### config.mk
export PLATFORM = sky130hd
export DESIGN_NAME = mem_arbiter
export DESIGN_NICKNAME = d
export VERILOG_FILES = /design/src/rtl/mem_arbiter.sv
export SDC_FILE = /design/constraint.sdc
export NUM_CORES = 1
export LEC_CHECK = 0
export CAP_MARGIN = 30
export CORE_UTILIZATION = 40
export CTS_CLUSTER_DIAMETER = 40
export DETAILED_ROUTE_END_ITERATION = 8
export PLACE_DENSITY_LB_ADDON = 0.25
export SYNTH_ARGS = -nofsm -noshare
export SYNTH_HDL_FRONTEND = slang
export SYNTH_SLANG_ARGS = --single-unit
### constraint.sdc
create_clock -name clk -period 3.85 [get_ports clk]
set_input_delay 0.77 -clock clk [delete_from_list [all_inputs] [get_ports clk]]
set_output_delay 0.77 -clock clk [all_outputs]
set_load 0.02 [all_outputs]
### src/rtl/mem_arbiter.sv
// Two-requester round-robin arbiter/sequencer for a single-port RAM.
// Optional transaction counters enabled by MEM_ARBITER_STATS_EN.
module mem_arbiter #(
    parameter int AW      = 8,
    parameter int DW      = 16,
    parameter int ACC_CYC = 1
) (
    input  logic          clk,
    input  logic          rst,
    input  logic          cpu_req,
    input  logic          cpu_rw,
    input  logic [AW-1:0] cpu_addr,
    input  logic [DW-1:0] cpu_wdata,
    output logic          cpu_gnt,
    output logic          cpu_done,
    output logic [DW-1:0] cpu_rdata,
    input  logic          io_req,
    input  logic          io_rw,
    input  logic [AW-1:0] io_addr,
    input  logic [DW-1:0] io_wdata,
    output logic          io_gnt,
    output logic          io_done,
    output logic [DW-1:0] io_rdata,
    output logic          mem_rw,
    output logic [AW-1:0] mem_addr,
    output logic [DW-1:0] mem_d,
    input  logic [DW-1:0] mem_q
`ifdef MEM_ARBITER_STATS_EN
    ,
    output logic [15:0]   stat_cpu_cnt,
    output logic [15:0]   stat_io_cnt
`endif
);

    localparam int CW = (ACC_CYC > 1) ? $clog2(ACC_CYC) : 1;

    typedef enum logic [1:0] {
        S_IDLE,
        S_ACCESS,
        S_DONE
    } state_t;

    state_t        r_state;
    state_t        w_next;
    logic          r_last_io;
    logic          r_own_io;
    logic          r_rw;
    logic [AW-1:0] r_addr;
    logic [DW-1:0] r_wdata;
    logic [DW-1:0] r_cpu_rdata;
    logic [DW-1:0] r_io_rdata;
    logic [CW-1:0] r_cnt;

    logic          w_any_req;
    logic          w_pick_io;
    logic          w_last;
    logic          w_acc;
    logic          w_done;
    logic          w_busy;

    // Arbitration decision: io wins alone, or on a tie when cpu went last
    always_comb begin
        w_any_req = cpu_req | io_req;
        w_pick_io = io_req & (~cpu_req | ~r_last_io);
        w_last    = (r_cnt == '0);
    end

    // State register
    always_ff @(posedge clk) begin
        if (!rst) begin
            r_state <= S_IDLE;
        end else begin
            r_state <= w_next;
        end
    end

    // Next-state logic
    always_comb begin
        w_next = r_state;
        unique case (r_state)
            S_IDLE:   if (w_any_req) w_next = S_ACCESS;
            S_ACCESS: if (w_last) w_next = S_DONE;
            S_DONE:   w_next = S_IDLE;
            default:  w_next = S_IDLE;
        endcase
    end

    // Grant latching, wait counter and read-data capture
    always_ff @(posedge clk) begin
        if (!rst) begin
            r_last_io   <= 1'b1;
            r_own_io    <= 1'b0;
            r_rw        <= 1'b0;
            r_addr      <= '0;
            r_wdata     <= '0;
            r_cnt       <= '0;
            r_cpu_rdata <= '0;
            r_io_rdata  <= '0;
        end else if (r_state == S_IDLE) begin
            if (w_any_req) begin
                r_own_io  <= w_pick_io;
                r_last_io <= w_pick_io;
                r_rw      <= w_pick_io ? io_rw : cpu_rw;
                r_addr    <= w_pick_io ? io_addr : cpu_addr;
                r_wdata   <= w_pick_io ? io_wdata : cpu_wdata;
                r_cnt     <= CW'(ACC_CYC - 1);
            end
        end else if (r_state == S_ACCESS) begin
            if (!w_last) begin
                r_cnt <= r_cnt - CW'(1);
            end else if (!r_rw) begin
                if (r_own_io) r_io_rdata <= mem_q;
                else          r_cpu_rdata <= mem_q;
            end
        end
    end

    // Outputs decoded from registered state only
    always_comb begin
        w_acc     = (r_state == S_ACCESS);
        w_done    = (r_state == S_DONE);
        w_busy    = w_acc | w_done;
        cpu_gnt   = w_busy & ~r_own_io;
        io_gnt    = w_busy & r_own_io;
        cpu_done  = w_done & ~r_own_io;
        io_done   = w_done & r_own_io;
        cpu_rdata = r_cpu_rdata;
        io_rdata  = r_io_rdata;
        mem_rw    = w_acc & r_rw;
        mem_addr  = w_acc ? r_addr : '0;
        mem_d     = w_acc ? r_wdata : '0;
    end

`ifdef MEM_ARBITER_STATS_EN
    logic [15:0] r_stat_cpu;
    logic [15:0] r_stat_io;

    // Saturating completed-transaction counters
    always_ff @(posedge clk) begin
        if (!rst) begin
            r_stat_cpu <= '0;
            r_stat_io  <= '0;
        end else if (w_done) begin
            if (r_own_io) begin
                if (r_stat_io != 16'hFFFF) r_stat_io <= r_stat_io + 16'd1;
            end else begin
                if (r_stat_cpu != 16'hFFFF) r_stat_cpu <= r_stat_cpu + 16'd1;
            end
        end
    end

    assign stat_cpu_cnt = r_stat_cpu;
    assign stat_io_cnt  = r_stat_io;
`endif

endmodule

== Word level (Yosys, flattened, before mapping) ==
Cells that the tools add are included.
Storage, ports and cells
  flip-flop bits (word level): 62
  input bits: 70
  output and inout port bits: 61
  logic and storage cells: 48
Cells by class
  $add $sub $neg: 1
  equal/unequal tests: 4
  multiplexer cells: 12
  bitwise gates (word level): 15
  reduce and logical (&&, ||, !) cells: 7
Operators by type and width (number)
  $mux 16: 2
  $mux 8: 2
  $reduce_and 5->1: 2
  $and 1x1->1: 6
  $not 1->1: 6
  $reduce_and 2->1: 3
  $mux 1: 5
  $mux 2: 2
  $ne 2x2->1 const B: 2
  $pmux 2 s2: 1
  $or 1x1->1: 3
  $eq 2x1->1 const B: 1
  $eq 2x2->1 const B: 1
  $logic_not 2->1: 1
  $reduce_bool 2->1: 1
  $sub 1x1->1 const B: 1

== Depth between registers and ports, before layout ==
Gate-level depths: netlist of the first run.
  depth in word-level cells: 4
  mapped depth: 8
  gate-level depth less buffers: 5

== Least setup slack after synthesis of the first run ==
Ideal clock, no wire load.
  kind: register to output
  start: register r_state[1]
  end: output port mem_addr[0]
  arrival: 1089 ps
  required time: 3080 ps
  slack: 1991 ps
  cell stages (with the launch flop): 5
  path buffers: 1
  cell sequence: dfxtp_1 -> inv_1 -> ha_1 -> clkbuf_1 -> and2_1
On the way
  cells in the longest elaborated chain, start to end: 2
RTL lines
  start: declaration: RTL line 43  | state_t r_state;
  start signal: assignment: RTL line 73  | r_state <= w_next;
  $eq 2x1->1: RTL line 120  | w_acc = (r_state == S_ACCESS);
  $mux 8: RTL line 130  | mem_addr = w_acc ? r_addr : '0;
  end: declaration: RTL line 25  | output logic [AW-1:0] mem_addr,
Every way passes these cells.

== Worst setup path in the final report of the first run ==
  start: register r_state[1]
  end: output port mem_d[7]
On the way
  cells in the longest elaborated chain, start to end: 2
RTL lines
  $eq 2x1->1: RTL line 120
  $mux 16: RTL line 131  | mem_d = w_acc ? r_wdata : '0;
  end: declaration: RTL line 26  | output logic [DW-1:0] mem_d,
Every way passes these cells.

==> metrics, run 1 <==
Num CTS Buffers=9; die span in x=84.2 um; Worst-Margin Slew=slightly above 1 ns; failing checks=design-rule violations; sequential cell area=around 1200 um2; PD cells=between 300 and 400 nW/um2; Slew HR=31.8%; RSZ-0062 raised after global routing=false; Max-cap violations=0; WL final=slightly below 8 mm; register area share after synthesis=roughly 45%; Comb pwr share=between 20% and 30%; initial DRC count=approximately 160; global-route wire length before repair=between 10 and 15 mm; switching power share of the total=a little under 30%; largest net degree at the start of global routing=32; P_sw=around 0.45 mW; Syn Nets=about 410; DR vias/cell=5.07; Arrival @ worst endpoint=approximately 2.4 ns; Die Area=7100 um2; Setup-failing EPs final=0; post-route cell area=about 4200 um2; Setup CP Type=register to output pin; Worst Clk Skew=around 0.0084 ns; Slew Viols, Final=0; Remaining DRCs=16; All-Layer GR Usage=22.6%; Synth Register Bits=a little over 60; Starting Density=42.1%; critical path capture point type=output pin; cts repair resizes=0; Final GP Congestion=0.794; Port Buffers=130; clock slew at reported path FFs=0.07 ns; postcts setup bufs=0; fin nets=roughly 530; # hold bufs at CTS=0; Hold Path Class=register to register; final hold vios=0; dpl cells=520; synthesis warning total=0; area delta synth->final=54.0%; placed inst area=roughly 4000 um2; core area=about 6400 um2; height of the die=roughly 84 um; Max Clock Freq=about 320 MHz; Multi-input gate area=1340 um2; vias in the first global route=between 2000 and 3000; post-DP HPWL=between 5 and 6 mm; Cells after Synth=between 300 and 400; setup TNS=0 ns; Skew-Pair Late Insertion Delay=0.33 ns; Worst Path Required=a little over 3 ns; Detailed Routing Iterations Pass 1=6; Congestion Overflow GR=0; Internal=1.10 mW; clock sink count=slightly above 60; initial antenna violation count=0; Clock Power Share=between 30% and 40%; Post-Syn Area=approximately 2700 um2; layout cell share with drive strength beyond 1=between 5 and 6%; Leak Pwr=about 1.5 nW; status=complete, but fails checks; Diodes inserted=0; Yosys cell types=28; H-tree levels=3; CP max FO=27; Vias=between 2000 and 3000; IO Pins=approximately 130; post-DR wirelength/cell=14.6 um; startpoint types=register; worst vdd ir=approximately 180 uV; post-layout min period=approximately 3.1 ns; register share of total power=45.7%; post-route ant nets=0; Non-Filler Instances=~540; synthesized area per cell=~8 um2; CTS Root Cell=clkbuf_8; row count=29; Fill cells=563; TritonCTS clock tree=done; final worst-path cycle share=81.0%; Clock Tree Buf Depth=2
==> layout make-up <==
cell class	count	share of cell area, %
multi-input combinational	246	32.2
timing repair buffer	134	32.0
sequential	61	29.3
clock buffer	12	3.48
tap	77	2.31
clock inverter	4	0.571
inverter	2	0.180
==> critical path: stages (launching register included) <==
cell and delay (ns):
dfxtp_1 0.33, inv_1 0.10, ha_1 0.72, and2_1 0.23, clkdlybuf4s50_1 0.63
==> cell usage after synthesis, drive strengths merged <==
cell | count | area (um2)
nor2b | 4 | 25.0
clkbuf | 15 | 57.6
nor4b | 1 | 23.8
nand2 | 89 | 334
mux2i | 1 | 10.0
or4b | 1 | 10.0
and2 | 27 | 169
a22oi | 1 | 7.51
and3 | 1 | 6.26
o21ai | 27 | 139
nor3b | 1 | 7.51
a21boi | 33 | 251
buf | 11 | 78.8
ha | 4 | 50.1
nand4bb | 1 | 11.3
and4bb | 1 | 12.5
inv | 2 | 7.51
o21a | 1 | 7.51
a21bo | 1 | 10.0
a21oi | 51 | 255
dfxtp | 61 | 1220
o311a | 1 | 10.0
==> final timing paths <==
path         cells after the start           from  slack [ns]             to
max                              4     r_state[1]        0.73       mem_d[7]
min                              2  cpu_rdata[12]        0.45  cpu_rdata[12]
max reg2reg                      5     r_state[1]        1.42   cpu_rdata[5]
min reg2reg                      2  cpu_rdata[12]        0.45  cpu_rdata[12]
==> state kept, by name, indices dropped and copies added, names as in the netlist <==
| register | cells |
|---|---|
| r_last_io | 1 |
| r_rw | 1 |
| r_state | 2 |
| r_addr | 8 |
| r_own_io | 1 |
| cpu_rdata | 16 |
| r_wdata | 16 |
| io_rdata | 16 |
==> routing by layer <==
| metal | part of all wire (%) | vias up | global-route usage, % |
|---|---|---|---|
| met3 | 8.5 | 13 | 7.47 |
| met2 | 48 | 106 | 37.4 |
| met5 | 0 | - | 0 |
| met4 | 1.9 | 0 | 9.87 |
| li1 | - | 1351 | - |
| met1 | 42 | 1250 | 26.7 |
==> cell usage in the layout (no fill, tap or decap) <==
cell	count
nand4bb_1	1
clkdlybuf4s50_1	130
and4bb_2	1
o311a_1	1
a21boi_2	1
a21boi_0	17
a21boi_1	15
clkbuf_1	2
or4b_1	1
clkbuf_8	10
and2_1	27
a22oi_1	1
mux2i_1	1
and3_1	1
nor4b_4	1
o21ai_2	1
clkinv_4	1
o21a_1	1
dfxtp_1	61
inv_1	2
a21bo_2	1
buf_4	4
nor3b_1	1
nand2_1	89
o21ai_0	26
nor2b_1	4
a21oi_1	51
clkinv_2	3
ha_1	4
==> stage by stage <==
stage | util, % | hold WS (ns) | setup WS (ns) | total power, mW
floorplan | - | 0.495 | 1.99 | 0.901
global placement | 62.2 | 0.440 | 1.18 | 1.06
detailed placement | 62.2 | 0.444 | 1.09 | 1.07
CTS | 64.9 | 0.454 | 0.695 | 1.57
global route | 64.9 | 0.481 | 0.590 | 1.63
finish | 64.9 | 0.453 | 0.731 | 1.55
==> cell families (layout without fill, tap and decap cells) <==
| kind of cell | Yosys count | count (layout) | share of synthesized area [%] |
|---|---|---|---|
| and+or+nand+nor | 126 | 126 | 22.2 |
| AOI/OAI and AO/OA | 115 | 115 | 25.2 |
| DFF | 61 | 61 | 45.1 |
| buffers and inverters | 28 | 152 | 5.32 |
| adders and majority gates | 4 | 4 | 1.85 |
| muxes | 1 | 1 | 0.370 |
==> power by group through the flow <==
stage	clock network, mW	registers, mW	logic (mW)
finish	0.496	0.709	0.346
global route	0.544	0.714	0.375
floorplan	0	0.721	0.179
global placement	0	0.721	0.338
detailed placement	0	0.720	0.347
CTS	0.512	0.708	0.348
Note: power is estimated with default switching activity, not from simulation.
==> run 2, diff against run 1 <==
==> constraint.sdc (replaced) <==
create_clock -name clk -period 2.99 [get_ports clk]
set_input_delay 0.598 -clock clk [delete_from_list [all_inputs] [get_ports clk]]
set_output_delay 0.598 -clock clk [all_outputs]
set_load 0.02 [all_outputs]
==> metrics, run 2 (synthesis gave the netlist of run 1 again) <==
most common cell after layout, fill and taps aside=clkdlybuf4s50_1 (unchanged); Slew HR=59.1% (was 31.8%); RSZ-0062 raised after global routing=false (unchanged); register share of total power=40.3% (was 45.7%); die span in x=84.2 um (unchanged); Leak Pwr=1.59 nW (was 1.54 nW); Clock Power Share=39.8% (was 32.0%); H-tree levels=3 (unchanged); vias in the first global route=2647 (was 2668); initial DRC count=156 (was 157); PD cells=531 nW/um2 (was 372 nW/um2); WHS=0.453 ns (about the same); cts repair resizes=0 (unchanged); area delta synth->final=57.7% (was 54.0%); post-DR wirelength/cell=14.4 um (was 14.6 um); Worst path max stage delay=0.60 ns (was 0.72 ns); Detailed Routing Iterations Pass 1=6 (unchanged); critical path's top delay family=buffers and inverters (unchanged); row count=29 (unchanged); Arrival @ worst endpoint=2.00 ns (was 2.35 ns); Starting Density=42.1% (unchanged); CP max FO=24 (was 27); DR vias/cell=5.11 (was 5.07); initial antenna violation count=0 (unchanged); failing checks=design-rule violations (unchanged); Congestion Overflow GR=0 (unchanged); core area=6420 um2 (unchanged); global-route wire length before repair=12.9 mm (was 12.7 mm); status=complete, but fails checks (unchanged); worst path bufs/invs=3 (was 2); clock slew at reported path FFs=0.06 ns (was 0.07 ns); Remaining DRCs=16 (unchanged); Worst-Margin Slew=0.613 ns (was 1.02 ns); switching power share of the total=25.1% (was 29.0%); final hold vios=0 (unchanged); height of the die=84.2 um (unchanged); Setup-failing EPs final=0 (unchanged); post-route ant nets=0 (unchanged); Max Clock Freq=around 380 MHz; Setup CP Type=register to output pin (unchanged); Final GP Congestion=0.800 (was 0.794); fin nets=531 (was 528); WL final=7.75 mm (was 7.82 mm); Worst Path Required=2.39 ns (was 3.08 ns); final worst-path cycle share=87.1%; All-Layer GR Usage=22.9% (was 22.6%); critical path capture point type=output pin (unchanged); clock sink count=61 (unchanged); Diodes inserted=0 (unchanged); Skew-Pair Late Insertion Delay=0.33 ns (about the same); worst vdd ir=284 uV (was 185 uV); TritonCTS clock tree=done (unchanged); Vias=2747 (was 2720); setup TNS=0 ns (unchanged); IO Pins=131 (unchanged); post-DP HPWL=5.22 mm (was 5.38 mm); Num CTS Buffers=9 (unchanged); Max-cap violations=0 (unchanged); postcts setup bufs=0 (unchanged); Comb pwr share=19.9% (was 22.3%); # hold bufs at CTS=0 (unchanged); Worst Clk Skew=0.00452 ns (was 0.00839 ns); Crit-path slowest cell=clkdlybuf4s50_1 (was ha_1); Clock Tree Buf Depth=2 (unchanged); most frequent cells in the layout=130 x clkdlybuf4s50_1, 89 x nand2_1, 61 x dfxtp_1 (unchanged); Slew Viols, Final=0 (unchanged); largest net degree at the start of global routing=62 (was 32); Internal=1.70 mW (was 1.10 mW); post-layout min period=approximately 2.6 ns; P_sw=0.567 mW (was 0.450 mW); CTS Root Cell=clkbuf_8 (unchanged); startpoint types=register (unchanged); Die Area=7100 um2 (unchanged); Hold Path Class=register to register (unchanged); Port Buffers=130 (unchanged); layout cell share with drive strength beyond 1=5.86% (was 5.01%); crit path cell chain=inv_1 > ha_1 > buf_4 > and2_1 > clkdlybuf4s50_1 (was inv_1 > ha_1 > and2_1 > clkdlybuf4s50_1)
==> run 2: changes by cell type in the layout (fill, tap and decap cells not counted), sizes merged <==
cell,delta
clkinv,-3
bufinv,+3
buf,+3
clkbuf,-1
==> run 2: final cells by class <==
cell class / instances / area [um2]
flip-flops and latches: 61 / 1220
clock buffers: 11 / 151
repair buffers: 137 / 1350
fillers: 538 / 2160
clock inverters: 4 / 95.1
inverters: 2 / 7.51
well taps: 77 / 96.3
multi-input cells: 246 / 1340
==> run 2: path summary, 6_finish.rpt <==
kind | from | to | slack [ns] | depth (start not counted)
min reg2reg | io_rdata[2] | io_rdata[2] | 0.45 | 2
max | r_state[1] | mem_d[5] | 0.39 | 5
max reg2reg | r_state[0] | cpu_rdata[0] | 0.91 | 5
min | io_rdata[2] | io_rdata[2] | 0.45 | 2
==> run 2: routing by layer <==
metal	GRT usage [%]	vias up	wire (um)
li1	-	1356	-
met1	28.2	1276	3300
met2	37.5	105	3690
met3	6.00	10	632
met4	10.5	0	134
met5	0	-	0
==> run 2: per-stage QoR <==
step | utilization (%) | power, mW | setup WS (ns) | cell area, um2 | std cells
floorplan | - | 1.16 | 1.30 | 2710 | 335
global placement | 62.6 | 1.37 | 0.777 | 4020 | 523
detailed placement | 62.6 | 1.38 | 0.760 | 4020 | 523
CTS | 66.4 | 2.28 | 0.359 | 4270 | 538
global route | 66.4 | 2.37 | 0.251 | 4270 | 538
finish | 66.4 | 2.26 | 0.387 | 4270 | 538
==> run 2: tightest hold or removal path, cell delays in order, from the launching register on <==
cell	delay (ns)
dfxtp_1	0.31
nand2_1	0.05
a21boi_1	0.05
==> run 2: power by group through the flow <==
stage,Sequential [mW],Combinational [mW],Clock [mW]
after floorplan,0.929,0.231,0
after global placement,0.928,0.441,0
after detailed placement,0.927,0.449,0
after CTS,0.911,0.453,0.919
after global routing,0.918,0.492,0.959
final,0.911,0.451,0.901
